--- config.mk ---
export PLATFORM = sky130hd
export DESIGN_NAME = reg_file_seq
export DESIGN_NICKNAME = d
export VERILOG_FILES = /design/src/rtl/reg_file_seq.sv
export SDC_FILE = /design/constraint.sdc
export NUM_CORES = 1
export LEC_CHECK = 0
export ABC_AREA = 1
export ABC_CLOCK_PERIOD_IN_PS = 1700
export CAP_MARGIN = 20
export CORE_MARGIN = 3
export CORE_UTILIZATION = 62
export CTS_CLUSTER_DIAMETER = 40
export DETAILED_ROUTE_END_ITERATION = 16
export DONT_BUFFER_PORTS = 1
export PLACE_DENSITY = 0.76
export SLEW_MARGIN = 40
export SYNTH_ARGS = -nofsm -noshare
export SYNTH_HDL_FRONTEND = slang
export SYNTH_SLANG_ARGS = --single-unit
export TNS_END_PERCENT = 50
--- constraint.sdc ---
create_clock -name clk -period 1.7 [get_ports clk]
set_input_delay 0.34 -clock clk [delete_from_list [all_inputs] [get_ports clk]]
set_output_delay 0.34 -clock clk [all_outputs]
set_load 0.02 [all_outputs]
--- src/rtl/reg_file_seq.sv ---
// reg_file_seq: multi-cycle operand sequencer for the CPU register file.
// Fetches source/destination operands (with constant-generator substitution),
// starts the ALU, waits for its result with a timeout, and writes back.
// Optional build macro: REG_SEQ_PERF_EN adds perf_ops / perf_stall counters.
module reg_file_seq #(
    parameter int ALU_TIMEOUT = 16,
    parameter int TO_W        = 8
) (
    input  logic        clk,
    input  logic        rst,
    input  logic        start,
    input  logic [1:0]  op_fmt,
    input  logic [3:0]  src_reg,
    input  logic [3:0]  dst_reg,
    input  logic [1:0]  as_in,
    input  logic        wb_en,
    input  logic [15:0] Sout,
    input  logic [15:0] Dout,
    input  logic [15:0] alu_result,
    input  logic        alu_ready,
    output logic [3:0]  reg_SA,
    output logic [3:0]  reg_DA,
    output logic        RW,
    output logic [1:0]  As,
    output logic [15:0] reg_Din,
    output logic [15:0] src_op,
    output logic [15:0] dst_op,
    output logic        alu_go,
    output logic        busy,
    output logic        done,
    output logic        err
`ifdef REG_SEQ_PERF_EN
    ,
    output logic [15:0] perf_ops,
    output logic [15:0] perf_stall
`endif
);

    typedef enum logic [2:0] {
        S_IDLE,
        S_FETCH_SRC,
        S_FETCH_DST,
        S_EXEC,
        S_WB,
        S_DONE
    } state_t;

    state_t            state;
    state_t            state_n;
    logic              err_n;
    logic [3:0]        src_q;
    logic [3:0]        dst_q;
    logic [1:0]        as_q;
    logic              wb_q;
    logic [TO_W-1:0]   cnt;
    logic [15:0]       src_val;

    // State register
    always_ff @(posedge clk) begin
        if (rst) state <= S_IDLE;
        else     state <= state_n;
    end

    // Next-state decode; err_n flags an error-terminated sequence on entry to DONE
    always_comb begin
        state_n = state;
        err_n   = 1'b0;
        case (state)
            S_IDLE: begin
                if (start) begin
                    case (op_fmt)
                        2'd0:    state_n = S_FETCH_SRC;
                        2'd1:    state_n = S_FETCH_DST;
                        2'd2:    state_n = S_DONE;
                        default: begin
                            state_n = S_DONE;
                            err_n   = 1'b1;
                        end
                    endcase
                end
            end
            S_FETCH_SRC: state_n = S_FETCH_DST;
            S_FETCH_DST: state_n = S_EXEC;
            S_EXEC: begin
                if (alu_ready) begin
                    state_n = (wb_q && (dst_q != 4'd3)) ? S_WB : S_DONE;
                end else if (cnt == TO_W'(ALU_TIMEOUT - 1)) begin
                    state_n = S_DONE;
                    err_n   = 1'b1;
                end
            end
            S_WB:    state_n = S_DONE;
            S_DONE:  state_n = S_IDLE;
            default: state_n = S_IDLE;
        endcase
    end

    // Constant-generator substitution for R2/R3 source reads
    always_comb begin
        src_val = Sout;
        if (src_q == 4'd2) begin
            case (as_q)
                2'b01:   src_val = 16'h0000;
                2'b10:   src_val = 16'h0004;
                2'b11:   src_val = 16'h0008;
                default: src_val = Sout;
            endcase
        end else if (src_q == 4'd3) begin
            case (as_q)
                2'b00:   src_val = 16'h0000;
                2'b01:   src_val = 16'h0001;
                2'b10:   src_val = 16'h0002;
                default: src_val = 16'hFFFF;
            endcase
        end
    end

    // Instruction field latch, captured only when a start is accepted
    always_ff @(posedge clk) begin
        if (rst) begin
            src_q <= '0;
            dst_q <= '0;
            as_q  <= '0;
            wb_q  <= 1'b0;
        end else if (state == S_IDLE && start) begin
            src_q <= src_reg;
            dst_q <= dst_reg;
            as_q  <= as_in;
            wb_q  <= wb_en;
        end
    end

    // ALU timeout counter: counts stalled EXEC cycles, cleared outside EXEC
    always_ff @(posedge clk) begin
        if (rst) begin
            cnt <= '0;
        end else if (state != S_EXEC) begin
            cnt <= '0;
        end else if (!alu_ready) begin
            cnt <= cnt + 1'b1;
        end
    end

    // Registered outputs, loaded on the edge that enters the state they belong to
    // so that addresses/strobes are stable for the whole state cycle.
    always_ff @(posedge clk) begin
        if (rst) begin
            reg_SA  <= '0;
            reg_DA  <= '0;
            RW      <= 1'b0;
            As      <= '0;
            reg_Din <= '0;
            src_op  <= '0;
            dst_op  <= '0;
            alu_go  <= 1'b0;
            done    <= 1'b0;
            err     <= 1'b0;
        end else begin
            RW     <= (state_n == S_WB);
            alu_go <= (state_n == S_EXEC) && (state != S_EXEC);
            done   <= (state_n == S_DONE);
            err    <= err_n;
            if (state == S_IDLE && start && op_fmt == 2'd0) begin
                reg_SA <= src_reg;
                As     <= as_in;
            end
            // Fields are latched on this same edge, so IDLE entry uses the live input
            if (state_n == S_FETCH_DST) begin
                reg_DA <= (state == S_IDLE) ? dst_reg : dst_q;
            end
            if (state_n == S_WB) begin
                reg_DA  <= dst_q;
                reg_Din <= alu_result;
            end
            if (state == S_FETCH_SRC) begin
                src_op <= src_val;
            end
            if (state == S_FETCH_DST) begin
                dst_op <= (dst_q == 4'd3) ? 16'h0000 : Dout;
            end
        end
    end

    // Busy in every state except IDLE
    always_comb begin
        busy = (state != S_IDLE);
    end

`ifdef REG_SEQ_PERF_EN
    // Saturating performance counters: error-free completions and ALU stall cycles
    always_ff @(posedge clk) begin
        if (rst) begin
            perf_ops   <= '0;
            perf_stall <= '0;
        end else begin
            if (state == S_DONE && !err && perf_ops != '1) begin
                perf_ops <= perf_ops + 1'b1;
            end
            if (state == S_EXEC && !alu_ready && perf_stall != '1) begin
                perf_stall <= perf_stall + 1'b1;
            end
        end
    end
`endif

endmodule

==> results by group, run 1 <==
Status
  • Status: finished clean

Flow run
  • Max-capacitance violation count: 0

Global routing
  • Largest net degree at the start of global routing: 30
  • GRT Util Overall: 0.235
  • Antenna violations before repair: 0
  • Total grt overflow: 0
  • First-pass GRT wire length: 11800 µm
  • Vias in the first global route: 2586

Floorplanning
  • # IOs: 128
  • Row cnt: 26
  • Die Y: 79.7 µm
  • Die area: 0.00635 mm²
  • Core Area: 0.00517 mm²
  • Die Width: 79.7 µm
  • Starting density of the core: 0.651

Timing
  • Fmax: 0.643 GHz
  • Clock Skews: 0.00717 ns
  • Least-Margin Pin Slew: 0.472 ns
  • Hold WS: 0.0503 ns
  • Slew Viols, Final: 0
  • Worst Setup Slack, final: 0.146 ns
  • Final Cycle Share: 0.914
  • Fin. Hold Viols: 0
  • Period minus WS final: 1.55 ns
  • Final-report setup violation count: 0
  • Unrepaired setup endpoints after global routing: no
  • Sum Neg Setup Slack: 0 ns
  • Slew HR: 0.685

Placement
  • Placed cell count: 511
  • PortBufs: 0
  • Placement Setup Slack: 0.117 ns
  • Placer congestion estimate: 0.788
  • DP HPWL: 5110 µm
  • Dpl cell area: 0.00343 mm²

Routing
  • DRT antenna net count: 0
  • # DRC: 0
  • Iter 0 DRT Violations: 168
  • Wire length per cell: 14.0 µm
  • Total Wirelength: 7400 µm
  • Pre-antenna DRT Iters: 4
  • Vias: 2868
  • Post-DR vias/cell: 5.44

Yosys
  • YS warnings: 0
  • Number of enable flip-flop cells after synthesis: 0
  • Post-Synth Simple-Gate Area: 0.255
  • Area leader, netlist: dfxtp_1
  • Distinct cell type count after synthesis: 34
  • Post-Synthesis Cells: 450
  • Yosys reg bits: 84
  • Synth Area in XOR/XNOR: 0.00260
  • Synth top area cells: dfxtp_1, nor2_1, nand2_1, o21ai_0, a21oi_1
  • Top FF cell, synth: dfxtp_1
  • Top-area cell type share of the netlist area: 0.500
  • Synth Area in Adders: 0.00372
  • Sequential element share of the synthesized area: 0.500
  • Largest family of logic cells by synthesized area: simple AND/OR/NAND/NOR gates
  • Syn_nets: 516
  • Mapped Area: 0.00337 mm²
  • Avg Inst Size Synth: 7.48 µm²
  • FFs w/ async S/R, synth: 0
  • Post-synthesis mux area share: 0
  • Compound-gate portion of the synthesized area: 0.162

Power
  • Maximum VDD drop: 0.000870 V
  • Pleak: 1.53 nW
  • Final Total Pwr: 6.34 mW
  • Pwr per Cell Area: 1710 mW/mm²

Clock network
  • Worst-path clk slew: 0.08 ns
  • H-tree depth: 3
  • Clk Tree Root Cell: clkbuf_8
  • CTS tree: done
  • Max Buffers Root-to-Sink: 2
  • Post-CTS Hold Fix Bufs: 0
  • Clk_lat worst skew: 0.35 ns
  • CTS sink cnt: 84
  • CTS buffer count: 9

Hold path
  • Hold Path Class: in -> reg

Layout
  • Commonest non-fill, non-tap cell in the layout: dfxtp_1
  • Fin nets: 518
  • Design area: 0.00370 mm²
  • Util after Layout: 0.715
  • Area grow syn2layout: 9.89%
  • Most frequent cells in the layout: dfxtp_1, nor2_1, nand2_1
  • Diode count: 0
  • Finished Layout Cells: 527
  • Layout cell share with drive strength beyond 1: 0.0875

Critical path
  • Crit path capture type: register
  • Critical path startpoint category: register
  • Critical Path AT: 1.80 ns
  • Critical Path Fanout Max: 22
  • Worst path required time: 1.94 ns
  • Crit path kind: reg -> reg
[sequential cells by signal (all words and copies together), names as in the netlist]
register  cells
dst_q         4
reg_SA        4
reg_Din      16
dst_op       16
src_op       16
err           1
cnt           8
as_q          2
src_q         4
RW            1
wb_q          1
As            2
reg_DA        4
state         3
done          1
alu_go        1
[worst paths after layout]
| path | start | to | slack (ns) | cells past startpoint |
|---|---|---|---|---|
| worst min-delay path | rst | src_q[3] | 0.05 | 1 |
| worst min register to register | src_q[1] | src_q[1] | 0.45 | 2 |
| worst max register to register | cnt[1] | reg_Din[15] | 0.15 | 8 |
| worst max-delay path | cnt[1] | reg_Din[15] | 0.15 | 8 |
[cell usage after synthesis, types with 2 or more instances]
cell,n
dfxtp_1,84
nor2_1,82
nand2_1,72
o21ai_0,48
a21oi_1,41
inv_1,37
nand3_1,25
clkbuf_1,11
a211oi_1,4
a31oi_1,4
nand3b_1,4
buf_2,3
buf_6,3
nor2_2,3
nor3_1,3
o21ai_1,3
buf_1,2
nand3_2,2
nand4_1,2
nor3b_1,2
o211ai_1,2
[layout make-up]
cell class	instances	area [µm²]
clock buffers	10	138
clock inverters	6	111
fillers	417	1470
inverters	40	158
multi-input cells	306	1440
flip-flops and latches	84	1680
well taps	70	87.6
repair buffers	11	82.6
[worst max-delay path, cell delays in order, from the launching register on]
cell	delay [ns]
dfxtp_1	0.37
ha_2	0.22
nand3_1	0.09
o21bai_1	0.19
nand2_1	0.08
nand2_2	0.11
nand2_8	0.12
o21ai_0	0.21
nor2_1	0.05
[logic make-up after synthesis]
group	count (synthesis)
compound gates	104
xor+xnor	1
fa+ha+maj	1
buf+inv	60
flops	84
simple gates	200
[report_power, final]
group          switching (mW)  total, mW  internal, mW
clock                   0.706       1.72          1.02
sequential              0.720       3.13          2.41
combinational           0.956       1.49         0.533
total                    2.38       6.34          3.96
[per-layer routing]
layer,vias to the layer above,part of all wire,global-route usage
li1,1468,-,-
met1,1277,0.41,0.294
met2,114,0.46,0.357
met3,9,0.12,0.116
met4,0,0.0080,0.0704
met5,-,0,0
[repair_timing]
item                                    4_1_cts  5_1_grt
endpoints found under the setup margin        0       17
setup buffers                                 0        0
gates resized for setup                       0        9
Power figures use the tool's default switching activity.
==> inputs of run 2 (changes only) <==
ABC_CLOCK_PERIOD_IN_PS = 1800   (was 1700)
CORE_UTILIZATION = 65   (was 62)
PLACE_DENSITY = 0.79   (was 0.76)
clock period = 1.8 ns   (was 1.7 ns; I/O delays follow)
==> run 2 against run 1 <==
Effect of this change: clock power decreased by 16%; die area down 4.3%; hold slack improved by 0.023 ns; largest power group unchanged; register-to-register slack better by 0.09 ns; critical endpoint is now reg_Din[3]; sequential power fell by 6%; total power shrank 9.6%; largest cell class unchanged; sequential share of layout area up 0.94 points; clock skew up 0.00060 ns; critical path depth increased by 1; non-clock buffer count down 3; count of clock-buffer cells in the layout is 1 higher; core utilization grew 3.2 points.
==> results by group, run 2 (synthesis results as in run 1) <==
Global routing
  • First-pass GRT wire length: 12000 µm (+1.8%)
  • Vias in the first global route: 2673 (+3.4%)
  • GRT Util Overall: 0.246 (+0.0106)
  • Largest net degree at the start of global routing: 30 (unchanged)
  • Antenna violations before repair: 0 (unchanged)
  • Total grt overflow: 0 (unchanged)

Power
  • Switch share: 0.381 (+0.00559)
  • Maximum VDD drop: 0.000785 V (-9.8%)
  • Pwr per Cell Area: 1580 mW/mm² (-7.8%)
  • Cell-internal power: 3.54 mW (-10%)
  • Final Total Pwr: 5.73 mW (-9.6%)
  • Logic gate share of total power: 0.233 (-0.002)
  • Pleak: 1.51 nW (-1.2%)
  • Sequential fraction of design power: 0.514 (+0.021)
  • Switching power: 2.18 mW (-8.3%)
  • Clock power frac: 0.253 (-0.019)

Critical path
  • Reg2reg path depth: 9 (+1)
  • Crit Reg-Reg Endpoint: reg_Din[3]
  • Critical path startpoint category: register
  • R2r startpoint: cnt[0]
  • Crit path kind: reg -> reg
  • Crit-path max cell delay: 0.36 ns (about the same)
  • Reg2Reg Setup Slack: 0.24 ns (+0.09 ns)
  • Cell with the largest stage delay on the worst path: dfxtp_1
  • Crit path capture type: register
  • CP Cell Sequence: ha_1 -> nand3_1 -> o21bai_1 -> nand2_1 -> nand2_1 -> nand2_4 -> inv_6 -> nor2_1 -> nor2_1
  • Critical Path AT: 1.85 ns (+0.05 ns)
  • Worst path required time: 2.09 ns (+0.15 ns)
  • Critical Path Fanout Max: 22 (unchanged)

Clock network
  • CTS tree: done
  • Clk_lat worst skew: 0.35 ns (about the same)
  • Post-CTS setup buffer count: 0 (unchanged)
  • Clk Tree Root Cell: clkbuf_8
  • CTS buffer count: 9 (unchanged)
  • Worst-path clk slew: 0.08 ns (about the same)
  • H-tree depth: 3 (unchanged)
  • CTS sink cnt: 84 (unchanged)
  • Max Buffers Root-to-Sink: 2 (unchanged)

Timing
  • Period minus WS final: 1.56 ns (+0.00756 ns)
  • Final-report setup violation count: 0 (unchanged)
  • Slew Viols, Final: 0 (unchanged)
  • Clock Skews: 0.00776 ns (+0.000595 ns)
  • Slew HR: 0.705 (+0.0195)
  • Unrepaired setup endpoints after global routing: no
  • Least-Margin Pin Slew: 0.443 ns (-0.0292 ns)
  • Sum Neg Setup Slack: 0 ns (unchanged)
  • Final Cycle Share: 0.868 (-0.0466)
  • Fin. Hold Viols: 0 (unchanged)
  • Fmax: 0.640 GHz (-0.48%)

Routing
  • Total Wirelength: 7210 µm (-2.5%)
  • # DRC: 0 (unchanged)
  • DRT antenna net count: 0 (unchanged)
  • Wire length per cell: 13.8 µm (-1.4%)
  • Vias: 2836 (-1.1%)
  • Iter 0 DRT Violations: 235 (+40%)
  • Post-DR vias/cell: 5.44 (about the same)
  • Pre-antenna DRT Iters: 5 (+1)

Floorplanning
  • Die area: 0.00608 mm² (-4.3%)
  • Die Width: 78.0 µm (-2.2%)
  • # IOs: 128 (unchanged)
  • Die Y: 78.0 µm (-2.2%)
  • Row cnt: 25 (-3.8%)
  • Starting density of the core: 0.694 (+0.0435)
  • Core Area: 0.00485 mm² (-6.3%)

Hold path
  • Hold Path Class: in -> reg
  • Hold Startpoint: rst
  • Worst hold stages: 1 (unchanged)
  • Hold Path End: src_q[2]

Layout
  • Fin nets: 515 (-0.58%)
  • Commonest non-fill, non-tap cell in the layout: dfxtp_1
  • Biggest regs: dst_op x16, reg_Din x16, src_op x16
  • Design area: 0.00362 mm² (-2.0%)
  • Layout cell share with drive strength beyond 1: 0.0749 (-0.0126)
  • Area grow syn2layout: 7.66%
  • Most frequent cells in the layout: dfxtp_1, nor2_1, nand2_1
  • Diode count: 0 (unchanged)
  • Fill count: 382 (-8.4%)

Placement
  • PortBufs: 0 (unchanged)
  • Dpl cell area: 0.00340 mm² (-0.77%)
  • Placer congestion estimate: 0.864 (+9.7%)
  • DP HPWL: 5020 µm (-1.6%)

Status
  • Status: finished clean

Flow run
  • Max-capacitance violation count: 0 (unchanged)
[run 2: cell types whose count changed in the layout (fill, tap and decap cells not counted), moves of 2 or more]
cell	before	now
buf_4	11	8
clkinv_2	1	3
o21ai_0	44	48
o21ai_1	7	3
[run 2: layout make-up]
type                            count  area [µm²]  share of cell area
Timing Repair Buffer                8        60.1              0.0166
Inverter                           40         155              0.0428
Clock buffer                       11         141              0.0390
Sequential cell                    84        1680               0.464
Tap cell                           67        83.8              0.0231
Multi-Input combinational cell    306        1430               0.394
Clock inverter                      5        75.1              0.0207
[run 2: layer usage]
| layer | GRT usage | vias up | share of wire |
|---|---|---|---|
| met5 | 0 | - | 0 |
| met4 | 0.112 | 0 | 0.019 |
| met3 | 0.0916 | 11 | 0.11 |
| met2 | 0.378 | 118 | 0.45 |
| met1 | 0.308 | 1246 | 0.42 |
| li1 | - | 1461 | - |
[run 2: how the worst max path moves through the flow]
| stage | to | startpoint | slack, ns | depth (start not counted) |
|---|---|---|---|---|
| 2_1_floorplan | reg_Din[11] | cnt[0] | 0.38 | 9 |
| 3_3_place_gp | reg_Din[8] | cnt[0] | 0.28 | 9 |
| 3_5_place_dp | reg_Din[3] | cnt[0] | 0.23 | 9 |
| 4_1_cts | reg_Din[3] | cnt[0] | 0.20 | 9 |
| 5_1_grt | reg_Din[3] | cnt[0] | 0.02 | 9 |
| 6_report | reg_Din[3] | cnt[0] | 0.24 | 9 |
[run 2: stage by stage]
step / util / setup slack (ns) / hold WS, ns / cells
2_1_floorplan: - / 0.379 / 0.424 / 450
3_3_place_gp: 0.702 / 0.285 / 0.433 / 505
3_5_place_dp: 0.702 / 0.231 / 0.435 / 505
4_1_cts: 0.747 / 0.205 / 0.0566 / 521
5_1_grt: 0.747 / 0.0201 / 0.0558 / 521
6_report: 0.747 / 0.238 / 0.0732 / 521
[run 2: critical path, delay by kind of cell, from the launching register on]
kind,cells,cell delay [ns]
buf+inv,1,0.17
compound gates,1,0.19
flops,1,0.36
fa+ha+maj,1,0.21
simple gates,6,0.59
[run 2: what timing repair did]
item	4_1_cts	5_1_grt
resized for setup	0	1
hold buffers	0	0
endpoints found under the setup margin	0	2
[run 2: power by group through the flow]
stage	clock, mW	combinational (mW)	sequential [mW]
after floorplan	0	1.15	2.92
after global placement	0	1.28	2.99
after detailed placement	0	1.32	3.00
after CTS	1.47	1.33	2.95
after global routing	1.55	1.56	3.00
final	1.45	1.33	2.94
==> inputs of run 3 (changes only) <==
CTS_BUF_LIST = sky130_fd_sc_hd__clkbuf_8   (was not set)
==> run 3 against run 2 <==
Effect of this change: critical path depth unchanged; first-iteration DRC count grew 1.7%; non-clock buffer count unchanged; via count rose by 0.18%; clock skew about the same; combinational power hardly changed; clock power about the same; critical path type unchanged; largest cell class unchanged; largest power group unchanged; highest routed layer unchanged.
==> results by group, run 3 (synthesis results as in run 1) <==
Status
  • Status: finished clean

Clock network
  • Worst-path clk slew: 0.08 ns (about the same)
  • Post-CTS setup buffer count: 0 (unchanged)
  • CTS buffer count: 9 (unchanged)
  • Clk Tree Root Cell: clkbuf_8
  • CTS sink cnt: 84 (unchanged)
  • CTS tree: done
  • Max Buffers Root-to-Sink: 2 (unchanged)
  • Clk_lat worst skew: 0.35 ns (about the same)
  • Post-CTS Hold Fix Bufs: 0 (unchanged)
  • H-tree depth: 3 (unchanged)

Power
  • Pleak: 1.52 nW (+0.27%)
  • Cell-internal power: 3.54 mW (-0.16%)
  • Clock power frac: 0.253 (about the same)
  • Logic gate share of total power: 0.233 (about the same)
  • Sequential fraction of design power: 0.514 (about the same)
  • Pwr per Cell Area: 1580 mW/mm² (about the same)
  • Switch share: 0.382 (+0.000898)
  • Maximum VDD drop: 0.000785 V (about the same)
  • Switching power: 2.19 mW (+0.22%)

Critical path
  • WP buf/inv: 1 (unchanged)
  • Crit path kind: reg -> reg
  • CP Cell Sequence: ha_1 -> nand3_1 -> o21bai_1 -> nand2_1 -> nand2_1 -> nand2_4 -> inv_6 -> nor2_1 -> nor2_1
  • Crit path capture type: register
  • Crit-path max cell delay: 0.36 ns (about the same)
  • Critical path startpoint category: register
  • CP delay by family, top: simple AND/OR/NAND/NOR gates
  • Worst path required time: 2.09 ns (about the same)
  • Critical Path AT: 1.85 ns (about the same)
  • Cell with the largest stage delay on the worst path: dfxtp_1
  • Critical Path Fanout Max: 22 (unchanged)

Timing
  • Unrepaired setup endpoints after global routing: no
  • Final-report setup violation count: 0 (unchanged)
  • Least-Margin Pin Slew: 0.442 ns (-0.000483 ns)
  • Fmax: 0.640 GHz (about the same)
  • Final Cycle Share: 0.868 (about the same)
  • Clock Skews: 0.00814 ns (+0.000377 ns)
  • Fin. Hold Viols: 0 (unchanged)
  • Sum Neg Setup Slack: 0 ns (unchanged)
  • Slew HR: 0.705 (about the same)
  • Worst Setup Slack, final: 0.238 ns (+0.0000690 ns)
  • Slew Viols, Final: 0 (unchanged)
  • Period minus WS final: 1.56 ns (-0.0000690 ns)

Routing
  • Post-DR vias/cell: 5.45 (+0.18%)
  • DRT antenna net count: 0 (unchanged)
  • Iter 0 DRT Violations: 239 (+1.7%)
  • Wire length per cell: 13.9 µm (+0.43%)
  • Pre-antenna DRT Iters: 5 (unchanged)
  • # DRC: 0 (unchanged)
  • Vias: 2841 (+0.18%)
  • Total Wirelength: 7250 µm (+0.43%)

Global routing
  • Total grt overflow: 0 (unchanged)
  • Largest net degree at the start of global routing: 30 (unchanged)
  • Vias in the first global route: 2673 (unchanged)
  • GRT Util Overall: 0.246 (unchanged)
  • Antenna violations before repair: 0 (unchanged)
  • First-pass GRT wire length: 12000 µm (unchanged)

Floorplanning
  • # IOs: 128 (unchanged)
  • Starting density of the core: 0.694 (unchanged)
  • Die Y: 78.0 µm (unchanged)
  • Core Area: 0.00485 mm² (unchanged)
  • Die area: 0.00608 mm² (unchanged)
  • Row cnt: 25 (unchanged)
  • Die Width: 78.0 µm (unchanged)

Layout
  • Layout cell share with drive strength beyond 1: 0.0749 (unchanged)
  • Commonest non-fill, non-tap cell in the layout: dfxtp_1
  • Biggest regs: dst_op x16, reg_Din x16, src_op x16
  • Area grow syn2layout: 7.66% (unchanged)
  • Diode count: 0 (unchanged)
  • Most frequent cells in the layout: dfxtp_1, nor2_1, nand2_1
  • Fin nets: 515 (unchanged)

Placement
  • DP HPWL: 5020 µm (unchanged)
  • Placement Setup Slack: 0.231 ns (unchanged)
  • Placer congestion estimate: 0.864 (unchanged)
  • PortBufs: 0 (unchanged)

Hold path
  • Hold Path Class: in -> reg

Flow run
  • Max-capacitance violation count: 0 (unchanged)
## run 3: changes by cell type in the layout (fill, tap and decap cells not counted)
cell and delta:
clkbuf_1 -1, inv_1 +1
## run 3: path summary, 6_finish.rpt
| check | startpoint | endpoint | slack (ns) | cells after the start |
|---|---|---|---|---|
| max | cnt[0] | reg_Din[3] | 0.24 | 9 |
| min | rst | src_q[2] | 0.07 | 1 |
| min reg2reg | src_q[1] | src_q[1] | 0.45 | 2 |
| max reg2reg | cnt[0] | reg_Din[3] | 0.24 | 9 |
## run 3: layout make-up
class,count,area [µm²]
inverters,40,155
clock inverters,6,78.8
flip-flops and latches,84,1680
multi-input cells,306,1430
repair buffers,8,60.1
well taps,67,83.8
fillers,382,1220
clock buffers,10,138
## run 3: repair_timing
item / in CTS / in global routing
endpoints found under the setup margin: 0 / 2
gates resized for setup: 0 / 1
hold endpoints to repair: 0 / 0
## run 3: power by group through the flow
stage	clock (mW)	combinational [mW]	sequential, mW
global placement	0	1.28	2.99
global route	1.54	1.56	3.00
floorplan	0	1.15	2.92
CTS	1.47	1.33	2.95
detailed placement	0	1.32	3.00
finish	1.45	1.33	2.95
## run 3: per-stage QoR
step            util  hold WS, ns  cells  cell area [µm²]  total power, mW
2_1_floorplan      -        0.424    450             3370             4.07
3_5_place_dp   0.702        0.435    505             3400             4.31
6_report       0.747       0.0730    521             3620             5.73
5_1_grt        0.747       0.0553    521             3620             6.09
3_3_place_gp   0.702        0.433    505             3400             4.27
4_1_cts        0.747       0.0566    521             3620             5.75
## run 3: worst reg2reg max path: cells and delay by family (launching register included)
family,cells,cell delay (ns)
simple gates,6,0.59
fa+ha+maj,1,0.21
compound gates,1,0.19
flops,1,0.36
buf+inv,1,0.17
## run 3: metal layers
layer	up-vias	routed length (µm)	GRT usage
li1	1461	-	-
met1	1248	3020	0.308
met2	123	3270	0.378
met3	9	841	0.0916
met4	0	116	0.112
met5	-	0	0
